`src/rtl/lsu_pkg.sv`:
```
// rtl/lsu_pkg.sv - load/store encodings, FSM states and lane helpers for lsu_bus_bridge
package lsu_pkg;

    typedef enum logic [2:0] {
        LD_LB  = 3'b000,
        LD_LH  = 3'b001,
        LD_LW  = 3'b010,
        LD_LBU = 3'b100,
        LD_LHU = 3'b101
    } load_t;

    typedef enum logic [1:0] {
        ST_SB = 2'b00,
        ST_SH = 2'b01,
        ST_SW = 2'b10
    } store_t;

    typedef enum logic [1:0] {
        S_IDLE,
        S_REQ,
        S_RESP,
        S_DONE
    } state_t;

    localparam logic [3:0] BE_BYTE = 4'b0001;
    localparam logic [3:0] BE_HALF = 4'b0011;
    localparam logic [3:0] BE_WORD = 4'b1111;

    // Unknown load codes behave as LW.
    function automatic load_t norm_load(input logic [2:0] code);
        case (code)
            3'b000:  return LD_LB;
            3'b001:  return LD_LH;
            3'b100:  return LD_LBU;
            3'b101:  return LD_LHU;
            default: return LD_LW;
        endcase
    endfunction

    // Unknown store codes behave as SW.
    function automatic store_t norm_store(input logic [1:0] code);
        case (code)
            2'b00:   return ST_SB;
            2'b01:   return ST_SH;
            default: return ST_SW;
        endcase
    endfunction

    // Byte offset actually used on the bus: sub-word accesses are aligned
    // down to their natural size, words always start at lane 0.
    function automatic logic [1:0] lane_offset(input logic we, input load_t ld,
                                               input store_t st, input logic [1:0] a);
        logic byte_acc;
        logic half_acc;
        byte_acc = we ? (st == ST_SB) : (ld == LD_LB || ld == LD_LBU);
        half_acc = we ? (st == ST_SH) : (ld == LD_LH || ld == LD_LHU);
        if (byte_acc) return a;
        if (half_acc) return {a[1], 1'b0};
        return 2'b00;
    endfunction

    // An access is misaligned exactly when aligning it down moves it.
    function automatic logic misaligned(input logic we, input load_t ld,
                                        input store_t st, input logic [1:0] a);
        return lane_offset(we, ld, st, a) != a;
    endfunction

    function automatic logic [3:0] store_be(input store_t st, input logic [1:0] off);
        case (st)
            ST_SB:   return BE_BYTE << off;
            ST_SH:   return BE_HALF << off;
            default: return BE_WORD;
        endcase
    endfunction

    function automatic logic [31:0] store_data(input store_t st, input logic [31:0] d);
        case (st)
            ST_SB:   return {4{d[7:0]}};
            ST_SH:   return {2{d[15:0]}};
            default: return d;
        endcase
    endfunction

endpackage

```
`src/rtl/lsu_bus_bridge_if.sv`:
```
// rtl/lsu_bus_bridge_if.sv - valid/ready data-memory bus between the LSU and memory
// master (LSU):  drives bus_valid, bus_we, bus_addr (word aligned), bus_be, bus_wdata;
//                receives bus_ready, bus_rvalid, bus_rdata
// slave (memory): the reverse
interface lsu_bus_bridge_if #(
    parameter int ADDR_W = 32
);
    logic              bus_valid;
    logic              bus_ready;
    logic              bus_we;
    logic [ADDR_W-1:0] bus_addr;
    logic [3:0]        bus_be;
    logic [31:0]       bus_wdata;
    logic              bus_rvalid;
    logic [31:0]       bus_rdata;

    modport master (
        output bus_valid, bus_we, bus_addr, bus_be, bus_wdata,
        input  bus_ready, bus_rvalid, bus_rdata
    );

    modport slave (
        input  bus_valid, bus_we, bus_addr, bus_be, bus_wdata,
        output bus_ready, bus_rvalid, bus_rdata
    );
endinterface

```
`src/rtl/lsu_load_align.sv`:
```
// rtl/lsu_load_align.sv - load lane select and sign/zero extension
// rdata  in  32  raw bus read word
// offset in  2   byte lane of the access
// load   in      load type (LB/LH/LW/LBU/LHU)
// data   out 32  extended load result
module lsu_load_align
    import lsu_pkg::*;
(
    input  logic [31:0] rdata,
    input  logic [1:0]  offset,
    input  load_t       load,
    output logic [31:0] data
);

    logic [31:0] lane;

    always_comb begin
        lane = rdata >> {offset, 3'b000};
        case (load)
            LD_LB:   data = {{24{lane[7]}}, lane[7:0]};
            LD_LBU:  data = {24'h0, lane[7:0]};
            LD_LH:   data = {{16{lane[15]}}, lane[15:0]};
            LD_LHU:  data = {16'h0, lane[15:0]};
            default: data = lane;
        endcase
    end

endmodule

```
`src/rtl/lsu_bus_bridge.sv`:
```
// rtl/lsu_bus_bridge.sv - load/store unit bridging core execute results to a valid/ready memory bus
// Optional feature macro: MISALIGN_TRAP_EN (trap misaligned half/word accesses without a bus cycle).
// Parameters: ADDR_W address width; TIMEOUT_CYCLES REQ+RESP cycle limit (0 disables).
// Ports:
//   clk, rst (asynchronous, active-low)
//   req_valid/req_we/req_addr/req_wdata/req_load/req_store  core load/store request
//   stall         core must hold while the access is outstanding
//   rsp_valid     one-cycle completion pulse; rsp_data, bus_err, misalign_err valid with it
//   bus           lsu_bus_bridge_if master modport towards data memory
module lsu_bus_bridge
    import lsu_pkg::*;
#(
    parameter int ADDR_W         = 32,
    parameter int TIMEOUT_CYCLES = 64
) (
    input  logic               clk,
    input  logic               rst,
    input  logic               req_valid,
    input  logic               req_we,
    input  logic [ADDR_W-1:0]  req_addr,
    input  logic [31:0]        req_wdata,
    input  logic [2:0]         req_load,
    input  logic [1:0]         req_store,
    output logic               stall,
    output logic               rsp_valid,
    output logic [31:0]        rsp_data,
    output logic               bus_err,
    output logic               misalign_err,
    lsu_bus_bridge_if.master   bus
);

    // Wide enough to hold TIMEOUT_CYCLES itself: a load whose handshake lands
    // on the last allowed cycle still counts one past the limit in RESP.
    localparam int TW       = (TIMEOUT_CYCLES > 1) ? $clog2(TIMEOUT_CYCLES + 1) : 1;
    localparam int TMO_LAST = (TIMEOUT_CYCLES > 0) ? TIMEOUT_CYCLES - 1 : 0;

    state_t            state_q, state_d;
    logic              we_q;
    load_t             load_q;
    logic [1:0]        off_q;
    logic [ADDR_W-1:0] addr_q;
    logic [3:0]        be_q;
    logic [31:0]       wdata_q;
    logic [TW-1:0]     tmo_cnt;
    logic [31:0]       rsp_data_q;
    logic              bus_err_q;
    logic              bus_valid_c;
    logic              tmo_hit;
    logic              tmo_abort;
    logic              trap;
    logic [31:0]       ext_data;

    load_t             ld_n;
    store_t            st_n;
    logic [1:0]        req_off;

    assign ld_n    = norm_load(req_load);
    assign st_n    = norm_store(req_store);
    assign req_off = lane_offset(req_we, ld_n, st_n, req_addr[1:0]);

    assign tmo_hit = (TIMEOUT_CYCLES != 0) && (tmo_cnt >= TW'(TMO_LAST));

`ifdef MISALIGN_TRAP_EN
    logic mis_q;
    assign trap         = misaligned(req_we, ld_n, st_n, req_addr[1:0]);
    assign misalign_err = mis_q;
`else
    assign trap         = 1'b0;
    assign misalign_err = 1'b0;
`endif

    lsu_load_align u_load_align (
        .rdata  (bus.bus_rdata),
        .offset (off_q),
        .load   (load_q),
        .data   (ext_data)
    );

    always_ff @(posedge clk or negedge rst) begin
        if (!rst) state_q <= S_IDLE;
        else      state_q <= state_d;
    end

    always_comb begin
        state_d     = state_q;
        stall       = 1'b0;
        bus_valid_c = 1'b0;
        rsp_valid   = 1'b0;
        tmo_abort   = 1'b0;
        case (state_q)
            S_IDLE: begin
                stall = req_valid;
                if (req_valid) state_d = trap ? S_DONE : S_REQ;
            end
            S_REQ: begin
                stall       = 1'b1;
                bus_valid_c = 1'b1;
                // A handshake on the final allowed cycle beats the timeout.
                if (bus.bus_ready) begin
                    state_d = we_q ? S_DONE : S_RESP;
                end else if (tmo_hit) begin
                    state_d   = S_DONE;
                    tmo_abort = 1'b1;
                end
            end
            S_RESP: begin
                stall = 1'b1;
                if (bus.bus_rvalid) begin
                    state_d = S_DONE;
                end else if (tmo_hit) begin
                    state_d   = S_DONE;
                    tmo_abort = 1'b1;
                end
            end
            S_DONE: begin
                rsp_valid = 1'b1;
                state_d   = S_IDLE;
            end
            default: state_d = S_IDLE;
        endcase
    end

    always_ff @(posedge clk or negedge rst) begin
        if (!rst) begin
            we_q       <= 1'b0;
            load_q     <= LD_LW;
            off_q      <= 2'b00;
            addr_q     <= '0;
            be_q       <= 4'b0000;
            wdata_q    <= 32'h0;
            tmo_cnt    <= '0;
            rsp_data_q <= 32'h0;
            bus_err_q  <= 1'b0;
`ifdef MISALIGN_TRAP_EN
            mis_q      <= 1'b0;
`endif
        end else begin
            if (state_q == S_IDLE && req_valid) begin
                we_q       <= req_we;
                load_q     <= ld_n;
                off_q      <= req_off;
                addr_q     <= {req_addr[ADDR_W-1:2], 2'b00};
                be_q       <= req_we ? store_be(st_n, req_off) : BE_WORD;
                wdata_q    <= req_we ? store_data(st_n, req_wdata) : 32'h0;
                tmo_cnt    <= '0;
                rsp_data_q <= 32'h0;
                bus_err_q  <= 1'b0;
`ifdef MISALIGN_TRAP_EN
                mis_q      <= trap;
`endif
            end
            if (state_q == S_REQ || state_q == S_RESP) tmo_cnt <= tmo_cnt + 1'b1;
            if (state_q == S_RESP && bus.bus_rvalid) rsp_data_q <= ext_data;
            if (tmo_abort) bus_err_q <= 1'b1;
        end
    end

    assign bus.bus_valid = bus_valid_c;
    assign bus.bus_we    = we_q;
    assign bus.bus_addr  = addr_q;
    assign bus.bus_be    = be_q;
    assign bus.bus_wdata = wdata_q;
    assign rsp_data      = rsp_data_q;
    assign bus_err       = bus_err_q;

endmodule
```
`src/flat_wrapper.sv`:
```
// flat-port wrapper written by rule: the top's interface ports become plain ports
module lsu_bus_bridge_flat import lsu_pkg::*;
#(
    parameter int ADDR_W         = 32,
    parameter int TIMEOUT_CYCLES = 64
)
  (clk, rst, req_valid, req_we, req_addr, req_wdata, req_load, req_store, stall, rsp_valid, rsp_data, bus_err, misalign_err, bus_bus_valid, bus_bus_we, bus_bus_addr, bus_bus_be, bus_bus_wdata, bus_bus_ready, bus_bus_rvalid, bus_bus_rdata);
  lsu_bus_bridge_if #(.ADDR_W(ADDR_W)) bus_i ();
  input  logic clk;
  input  logic rst;
  input  logic req_valid;
  input  logic req_we;
  input  logic [ADDR_W-1:0] req_addr;
  input  logic [31:0] req_wdata;
  input  logic [2:0] req_load;
  input  logic [1:0] req_store;
  output logic stall;
  output logic rsp_valid;
  output logic [31:0] rsp_data;
  output logic bus_err;
  output logic misalign_err;
  output wire logic [$bits(bus_i.bus_valid)-1:0] bus_bus_valid;
  output wire logic [$bits(bus_i.bus_we)-1:0] bus_bus_we;
  output wire logic [$bits(bus_i.bus_addr)-1:0] bus_bus_addr;
  output wire logic [$bits(bus_i.bus_be)-1:0] bus_bus_be;
  output wire logic [$bits(bus_i.bus_wdata)-1:0] bus_bus_wdata;
  input wire logic [$bits(bus_i.bus_ready)-1:0] bus_bus_ready;
  input wire logic [$bits(bus_i.bus_rvalid)-1:0] bus_bus_rvalid;
  input wire logic [$bits(bus_i.bus_rdata)-1:0] bus_bus_rdata;
  assign bus_bus_valid = bus_i.bus_valid;
  assign bus_bus_we = bus_i.bus_we;
  assign bus_bus_addr = bus_i.bus_addr;
  assign bus_bus_be = bus_i.bus_be;
  assign bus_bus_wdata = bus_i.bus_wdata;
  assign bus_i.bus_ready = bus_bus_ready;
  assign bus_i.bus_rvalid = bus_bus_rvalid;
  assign bus_i.bus_rdata = bus_bus_rdata;
  lsu_bus_bridge #(.ADDR_W(ADDR_W), .TIMEOUT_CYCLES(TIMEOUT_CYCLES)) u_core (.clk(clk), .rst(rst), .req_valid(req_valid), .req_we(req_we), .req_addr(req_addr), .req_wdata(req_wdata), .req_load(req_load), .req_store(req_store), .stall(stall), .rsp_valid(rsp_valid), .rsp_data(rsp_data), .bus_err(bus_err), .misalign_err(misalign_err), .bus(bus_i));
endmodule
```
`config.mk`:
```
export PLATFORM = sky130hd
export DESIGN_NAME = lsu_bus_bridge_flat
export DESIGN_NICKNAME = d
export VERILOG_FILES = /design/src/rtl/lsu_pkg.sv /design/src/rtl/lsu_bus_bridge_if.sv /design/src/rtl/lsu_load_align.sv /design/src/rtl/lsu_bus_bridge.sv /design/src/flat_wrapper.sv
export SDC_FILE = /design/constraint.sdc
export NUM_CORES = 1
export LEC_CHECK = 0
export CAP_MARGIN = 20
export CORE_MARGIN = 8
export CORE_UTILIZATION = 47
export CTS_BUF_LIST = sky130_fd_sc_hd__clkbuf_16
export CTS_CLUSTER_SIZE = 25
export DETAILED_ROUTE_END_ITERATION = 8
export GPL_TIMING_DRIVEN = 0
export HOLD_SLACK_MARGIN = 0.03
export PLACE_DENSITY = 0.85
export SYNTH_ARGS = -nofsm -noshare
export SYNTH_HDL_FRONTEND = slang
export SYNTH_SLANG_ARGS = --single-unit
```
`constraint.sdc`:
```
create_clock -name clk -period 3 [get_ports clk]
set_clock_uncertainty 0.1 [all_clocks]
set_input_delay 0.45 -clock clk [delete_from_list [all_inputs] [get_ports clk]]
set_output_delay 0.45 -clock clk [all_outputs]
set_load 0.005 [all_outputs]
```
==> results of run 1 <==
## critical path, stage by stage, from the launching register on
cell and delay, ps:
dfrtp_1 410, inv_1 140, ha_1 200, and2_1 390, nor2_2 150, nor2_1 110, clkdlybuf4s50_1 510
## final cells by class
| type | count | share of cell area |
|---|---|---|
| Inverter | 6 | 0.00269 |
| Sequential cell | 114 | 0.341 |
| Clock buffer | 17 | 0.0509 |
| Tap cell | 143 | 0.0214 |
| Timing Repair Buffer | 209 | 0.252 |
| Multi-Input combinational cell | 407 | 0.286 |
| Clock inverter | 15 | 0.0238 |
| Buffer | 39 | 0.0216 |
## cells in the mapped netlist, types with 2 or more instances
library cell,count
a21oi_1,20
a221o_1,6
a221o_2,9
a22o_1,8
a31oi_1,3
and2_1,2
buf_1,4
buf_2,6
buf_4,3
buf_6,2
clkbuf_1,25
dfrtp_1,113
ha_1,6
inv_1,6
mux2_2,8
mux2i_1,44
mux4_2,2
nand2_1,160
nand2b_1,3
nand3_1,10
nand3b_1,8
nand4_1,3
nor2_1,18
nor2b_1,6
nor3b_2,2
o21a_1,2
o21ai_0,69
o22a_1,2
## repair_timing
item / in CTS / in global routing
hold buffers: 1 / 0
gates resized for setup: 0 / 1
setup endpoints to repair: 1 / 1
endpoints found under the hold margin: 6 / 0
## power groups by stage
stage / Sequential (mW) / Clock [mW] / Combinational [mW]
finish: 2.54 / 2.14 / 3.30
global route: 2.60 / 2.23 / 3.61
CTS: 2.54 / 2.16 / 3.33
detailed placement: 2.56 / 0 / 3.29
global placement: 2.52 / 0 / 3.18
floorplan: 2.52 / 0 / 1.45
## worst paths after layout
check	from	slack, ps	to
worst max register to register	u_core.state_q[0]$_DFFE_PN0P_	470	u_core.rsp_data[26]$_DFFE_PN0P_
min in group asynchronous	rst	550	u_core.tmo_cnt[4]$_DFFE_PN0P_
worst max-delay path	u_core.state_q[0]$_DFFE_PN0P_	130	stall
worst min-delay path	u_core.bus.bus_addr[29]$_DFFE_PN0P_	370	u_core.bus.bus_addr[29]$_DFFE_PN0P_
worst min register to register	u_core.bus.bus_addr[29]$_DFFE_PN0P_	370	u_core.bus.bus_addr[29]$_DFFE_PN0P_
max in group asynchronous	rst	1470	u_core.load_q[1]$_DFFE_PN1P_
## through the flow
step                hold WS, ps  instances  setup slack [ps]  power (mW)
floorplan                  54.4        567              1000        3.97
CTS                         374        950              50.5        8.03
detailed placement          361        918               132        5.85
finish                      371        950               127        7.99
global placement            357        917             -2880        5.70
global route                395        950              6.09        8.44
## placed cells by master, fill, tap and decap left out, types with 3 or more instances in the layout
cell and n:
clkdlybuf4s50_1 206, nand2_1 160, dfrtp_1 113, o21ai_0 69, mux2i_1 44, clkbuf_1 24, a21oi_1 20, nor2_1 17
clkbuf_16 17, nand3_1 10, inv_1 9, a221o_2 9, mux2_2 8, nand3b_1 8, a22o_1 8, buf_2 6
nor2b_1 6, a221o_1 6, ha_1 6, clkinv_2 5, bufinv_16 5, buf_1 4, buf_4 4, nand2b_1 3
nand4_1 3, a31oi_1 3, conb_1 3
## kinds of logic (layout without fill, tap and decap cells)
kind of cell               Yosys count  in the layout  synth area share
DFF                                114            114             0.524
adders and majority gates            6              6            0.0138
and+or+nand+nor                    218            218             0.174
muxes                               54             54             0.106
buffers and inverters               46            286            0.0379
other                                1              3          0.000689
AOI/OAI and AO/OA                  126            126             0.144
## routing by layer
metal	vias to the layer above	routed length, µm	GRT usage
li1	2416	-	-
met5	-	0	0
met3	25	2320	0.105
met4	0	292	0.0783
met2	267	8990	0.409
met1	2483	6910	0.271
## sequential cells by signal, indices dropped and copies added, names as in the netlist
signal / count
u_core.bus.bus_be: 4
u_core.tmo_cnt: 7
u_core.bus_err: 1
u_core.bus.bus_we: 1
u_core.load_q: 3
u_core.bus.bus_wdata: 32
u_core.state_q: 2
u_core.rsp_data: 32
u_core.bus.bus_addr: 30
u_core.off_q: 2
==> results.tsv, run 1 <==
metric	value	unit
Post-synth EDFFs	0	
Yosys Warn Count	0	
Post-DRT Antenna Nets	0	
Leak Pwr	3.71	nW
final net count	907	
IO buf count	207	
die area	15300	µm²
Worst Path Max Fanout	8	
#FFs+latches synth	114	
post-synth cell types	43	
slew margin rel.	0.503	
Via density	5.46	
RD Place Congestion	0.921	
Avg WL per Cell	19.5	µm
initial antenna violation count	0	
setup TNS	0	ps
Die Width	124	µm
f_max	0.348	GHz
DRC viols	0	
cell taking the most area after synthesis	dfrtp_1	
Gate Count Post-Synth	565	
clk buf depth	2	
Filler Cell Count	801	
Layout Utilization	0.735	
Combinational Power Share	0.414	
vias	5191	
1st-iter DRT viols	343	
Top-Level Pins	213	
CTS sink count	114	
MaxCap Viol Count	0	
CP Capture Type	output port	
Final Hold Fails	0	
post-synthesis sequential area ratio	0.524	
clock-pin slew on the worst setup and hold paths	50	ps
final wirelength	18500	µm
minimum clock period	2870	ps
mapped cell area	5440	µm²
Worst Path Class, Setup	reg2out	
sequential power share	0.319	
Area Overhead vs Synth	53.6	%
number of diodes	0	
worst reg-to-reg path cell count	7	
post-synthesis area per instance	9.64	µm²
Synth top area share	0.519	
Initial Util	0.479	
hold path cells	2	
Final setup violation count	0	
cell row count	39	
ys async rst share	1.00	
unrepaired setup endpoints after global routing	false	
share of cells above drive strength 1	0.0843	
first-pass GRT wire length	28600	µm
status	finished, final reports clean	
largest net degree at the start of global routing	59	
Final Max Slew Viols	0	
Post-CTS Setup Bufs	0	
sw frac	0.331	
Final Cycle Share	0.958	
Root Driver	clkbuf_16	
cts bufs inserted	17	
Pwr per Cell Area	955	nW/µm²
VDD IR-drop max	0.000656	V
worst-margin pin slew	746	ps
drt pass-1 iters	8	
CORE AREA	11400	µm²
Worst EP arrival	2320	ps
H-tree levels	4	
cell internal pwr	5.34	mW
GRT Util Overall	0.243	
Clock Power Share	0.268	
HPWL after DPL	14300	µm
register area	2850	µm²
Hold Path Class	reg2reg	
Multi-input gate area	2390	µm²
TritonCTS clock tree	done	
Design Area, Final	8360	µm²
sw power	2.64	mW
Die Height	124	µm
Critical Path RT	2450	ps
clk_lat worst skew	400	ps
CP Launch Type	register	
Synth Flop Type	dfrtp_1	
Placed Area	7730	µm²
top cells by area, synth	dfrtp_1 52%, nand2_1 11%, mux2i_1 8.1%, o21ai_0 6.3%, a221o_2 1.9%	
number of global-route vias before repair	5508	
global route overflow	0	
Note: power is estimated with default switching activity, not from simulation.
==> run 2: changes to the inputs <==
SKIP_CTS_REPAIR_TIMING = 1   (was default)
SLEW_MARGIN = 30   (was default)
==> results.tsv, run 2 (synthesis gave the netlist of run 1 again) <==
metric	value	unit	change
GRT Util Overall	0.243		unchanged
Layout Utilization	0.736		was 0.735
Final Cycle Share	0.957		was 0.958
Tot Pwr	7.99	mW	about the same
HPWL after DPL	14300	µm	about the same
CP Capture Type	output port		unchanged
setup TNS	0	ps	unchanged
CP Launch Type	register		unchanged
cell row count	39		unchanged
Critical Path RT	2450	ps	about the same
largest net degree at the start of global routing	59		unchanged
Die Width	124	µm	unchanged
Root Driver	clkbuf_16		unchanged
TritonCTS clock tree	done		unchanged
Initial Util	0.479		unchanged
Leak Pwr	3.72	nW	was 3.71 nW
Die Height	124	µm	unchanged
cts bufs inserted	17		unchanged
CORE AREA	11400	µm²	unchanged
status	finished, final reports clean		unchanged
Top-Level Pins	213		unchanged
Via density	5.47		was 5.46
drt pass-1 iters	8		unchanged
die area	15300	µm²	unchanged
Pwr per Cell Area	955	nW/µm²	about the same
Final Max Slew Viols	0		unchanged
most frequent cells in the layout	206 x clkdlybuf4s50_1, 160 x nand2_1, 113 x dfrtp_1, 69 x o21ai_0, 44 x mux2i_1		unchanged
share of cells above drive strength 1	0.0843		unchanged
clock-pin slew on the worst setup and hold paths	50	ps	about the same
VDD IR-drop max	0.000656	V	about the same
Worst Path Max Fanout	8		unchanged
final wirelength	18500	µm	about the same
leading cell type in the layout, fill and taps excluded	clkdlybuf4s50_1		unchanged
number of diodes	0		unchanged
unrepaired setup endpoints after global routing	false		unchanged
initial antenna violation count	0		unchanged
clk_lat worst skew	400	ps	about the same
Avg WL per Cell	19.5	µm	about the same
number of global-route vias before repair	5516		was 5508
DRC viols	0		unchanged
IO buf count	207		unchanged
Cells after DPL	918		unchanged
clk buf depth	2		unchanged
Worst Path Class, Setup	reg2out		unchanged
MaxCap Viol Count	0		unchanged
Final Hold Fails	0		unchanged
Hold Path Class	reg2reg		unchanged
minimum clock period	2870	ps	about the same
RD Place Congestion	0.921		unchanged
CTS sink count	114		unchanged
Post-DRT Antenna Nets	0		unchanged
slew margin rel.	0.604		was 0.503
non-filler cells, final	950		unchanged
final net count	907		unchanged
first-pass GRT wire length	28600	µm	about the same
1st-iter DRT viols	343		unchanged
global route overflow	0		unchanged
f_max	0.348	GHz	about the same
H-tree levels	4		unchanged
Worst EP arrival	2320	ps	about the same
Area Overhead vs Synth	53.7	%	was 53.6%
worst-margin pin slew	591	ps	was 746 ps
vias	5195		was 5191
Final setup violation count	0		unchanged
-- run 2: routing by layer --
| metal | track usage | routed length [µm] |
|---|---|---|
| met2 | 0.409 | 8990 |
| met4 | 0.0783 | 292 |
| met5 | 0 | 0 |
| met1 | 0.271 | 6910 |
| met3 | 0.106 | 2310 |
-- run 2: final cells by class --
cell class	count	area [µm²]
Timing Repair Buffer	209	2110
Clock inverter	15	199
Fill cell	802	3000
Multi-Input combinational cell	407	2390
Clock buffer	17	425
Inverter	6	22.5
Buffer	39	180
Tap cell	143	179
Sequential cell	114	2850
-- run 2: power breakdown --
group	switching, mW	internal, mW
registers	0.399	2.15
clock network	0.685	1.45
logic	1.56	1.75
-- run 2: per-stage QoR --
stage,hold slack [ps],cell area [µm²],worst slack [ps]
2_1_floorplan,54.4,5450,1000
3_3_place_gp,357,7700,-2880
3_5_place_dp,303,7730,132
4_1_cts,-128,8360,-97.3
5_1_grt,395,8370,6.09
6_report,371,8370,128
-- run 2: critical path: stages (launching register included) --
cell,delay [ps]
dfrtp_1,410
inv_1,140
ha_1,200
and2_1,390
nor2_2,150
nor2_1,110
clkdlybuf4s50_1,510
-- run 2: final timing paths --
kind	slack, ps	start	endpoint	depth (start not counted)
setup / recovery	130	u_core.state_q[0]$_DFFE_PN0P_	stall	6
hold reg to reg	370	u_core.bus.bus_addr[29]$_DFFE_PN0P_	u_core.bus.bus_addr[29]$_DFFE_PN0P_	2
max in group asynchronous	1670	rst	u_core.load_q[1]$_DFFE_PN1P_	3
min in group asynchronous	460	rst	u_core.tmo_cnt[4]$_DFFE_PN0P_	2
setup reg to reg	460	u_core.state_q[0]$_DFFE_PN0P_	u_core.rsp_data[26]$_DFFE_PN0P_	7
hold / removal	370	u_core.bus.bus_addr[29]$_DFFE_PN0P_	u_core.bus.bus_addr[29]$_DFFE_PN0P_	2
==> run 3: changes to the inputs <==
TNS_END_PERCENT = 5   (was default)
==> results of run 3 <==
Final layout, timing and power as in run 2 (identical DEF).
==> patch, RTL diff (flow settings as in run 2) <==
Re-encode `load_t` (5 values) as one-hot, 5 bits wide.
--- a/src/rtl/lsu_pkg.sv
+++ b/src/rtl/lsu_pkg.sv
@@ -3,8 +3,8 @@
 
-    typedef enum logic [2:0] {
-        LD_LB  = 3'b000,
-        LD_LH  = 3'b001,
-        LD_LW  = 3'b010,
-        LD_LBU = 3'b100,
-        LD_LHU = 3'b101
+    typedef enum logic [4:0] {
+        LD_LB  = 5'b00001,
+        LD_LH  = 5'b00010,
+        LD_LW  = 5'b00100,
+        LD_LBU = 5'b01000,
+        LD_LHU = 5'b10000
     } load_t;
Check against the original RTL: same outputs for any inputs over 10 cycles, from zero or initial values and one cycle with rst low; not proved beyond that.
==> patch against run 2 <==
First-iteration DRC count is 63% higher. Count of clock-buffer cells in the layout stayed put. Critical path type unchanged. Cell area up 0.55%. Worst hold slack got worse by 0.88 ps. Synthesized area rose by 0.90%. Fmax shrank 0.72%. Worst setup slack lost 21 ps. Core utilization increased by 0.091 points. Power up 2.9%. Wire length shrank 1.2%. Sequential cell count up 2. Largest power group unchanged. Largest cell class unchanged.
==> patch: results (changes against run 2) <==
- Wire length of the first global-routing pass: 28000 um (-2.2%)
- Cell-internal power: 5500 uW (+3.0%)
- Post-synthesis compound-gate area fraction: 14.1% (-0.26 points)
- Worst EP arrival: 2340 ps (+20 ps)
- Count of non-CTS inverters in the layout: 5 (-1)
- Startpoint of the most critical setup path: u_core.state_q[1]
- Parity-gate share of the synthesized area counting xor and xnor cells: 1.12% (+1.1 points)
- Total number of multi-input combinational cells: 427 (+4.9%)
- Placed Cells: 937 (+2.1%)
- Sequential share of the synthesized area: 52.9% (+0.45 points)
- Max IR drop VDD: 0.627 mV (-4.5%)
- Final HPWL from detailed placement: 13800 um (-3.4%)
- Buffers excl. clock: 246 (-0.81%)
- Pin count of the biggest net entering global routing: 63 (+6.8%)
- All-layer global routing usage: 23.8% (-0.44 points)
- Area of combinational cells with multiple inputs: 0.00241 mm2 (+0.52%)
- Fraction of the mapped netlist area in adder cells: 1.59% (+0.22 points)
- Sequential share of cell area: 34.5% (+0.42 points)
- Number of distinct standard cells referenced by the synthesized netlist: 39 (-9.3%)
- IO Port Bufs: 208 (+0.48%)
- Final instance count without filler cells: 969 (+2.0%)
- Leading cell types by count after synthesis: 187 x nand2_1, 115 x dfrtp_1, 50 x o21ai_0, 41 x mux2i_1, 28 x clkbuf_1
- Largest driver fanout on the critical path: 10 (+2)
- Sequential cell area: 0.00291 mm2 (+1.8%)
- Violation count after the first detailed-route iteration: 559 (+63%)
- First-pass detailed-route iteration total: 5 (-3)
- Leakage power: 0.00380 uW (+2.1%)
- Routed met3 length: 1580 um (-32%)
- Total Nets Final: 927 (+2.2%)
- Routed length on met1: 7040 um (+1.9%)
- Source of the worst hold timing path: u_core.bus.bus_wdata[1]
- Routing usage on met1: 26.8% (-0.31 points)
- Placement-stage worst setup slack: -297 ps (-428 ps)
- Top area cells in the synthesized netlist: dfrtp_1 52%, nand2_1 13%, mux2i_1 7.5%
- Total number of clock tree sinks: 116 (+1.8%)
- Actual slew at the worst max-slew pin: 871 ps (+280 ps)
- Global-route track usage on met2: 39.6% (-1.3 points)
- Clock insertion delay at the later pin of the skew report: 410 ps
- Via count of the first global-routing pass: 5317 (-3.6%)
- Final Routed Wirelength: 18300 um (-1.2%)
- Multiplexer share of the synthesized area: 7.88% (-2.7 points)
- Instance count of the mapped netlist: 583 (+3.2%)
- Non-clock buffering overhead in the final layout: 27.4% (about the same)
- Final weighted congestion in routability-driven placement: 0.884 (-4.1%)
- Result of the run: completed
- GR Layer Usage met3: 8.66% (-1.9 points)
- Fraction of final layout cells with drive strength greater than 1: 5.45% (-3.0 points)
- Combinational group power: 3450 uW (+4%)
- DP Area: 0.00779 mm2 (+0.76%)
- Filler instances: 821 (+2.4%)
- Final clock-cell share: 7.09% (-0.37 points)
## patch: metrics by stage
stage / TNS [ps] / hold slack [ps] / total power, uW
2_1_floorplan: 0 / 54.4 / 4140
3_3_place_gp: -342750 / 355 / 6010
3_5_place_dp: -297 / 293 / 6160
4_1_cts: -513 / -151 / 8260
5_1_grt: 0 / 395 / 8700
6_report: 0 / 370 / 8220
## patch: worst paths after layout
kind                            slack [ps]  cells after the start                 endpoint
worst max-delay path                   110                      8                    stall
worst min-delay path                   370                      2  u_core.bus.bus_wdata[1]
worst max register to register         530                      7      u_core.rsp_data[25]
worst min register to register         370                      2  u_core.bus.bus_wdata[1]
max in group asynchronous             1690                      3         u_core.load_q[2]
min in group asynchronous              440                      2        u_core.state_q[1]
## patch: critical path, delay by kind of cell (launching register included)
| kind | cells | cell delay [ps] |
|---|---|---|
| buffers and inverters | 4 | 930 |
| flip-flops | 1 | 440 |
| AND/OR/NAND/NOR | 3 | 370 |
| adder cells (fa/ha/maj) | 1 | 190 |
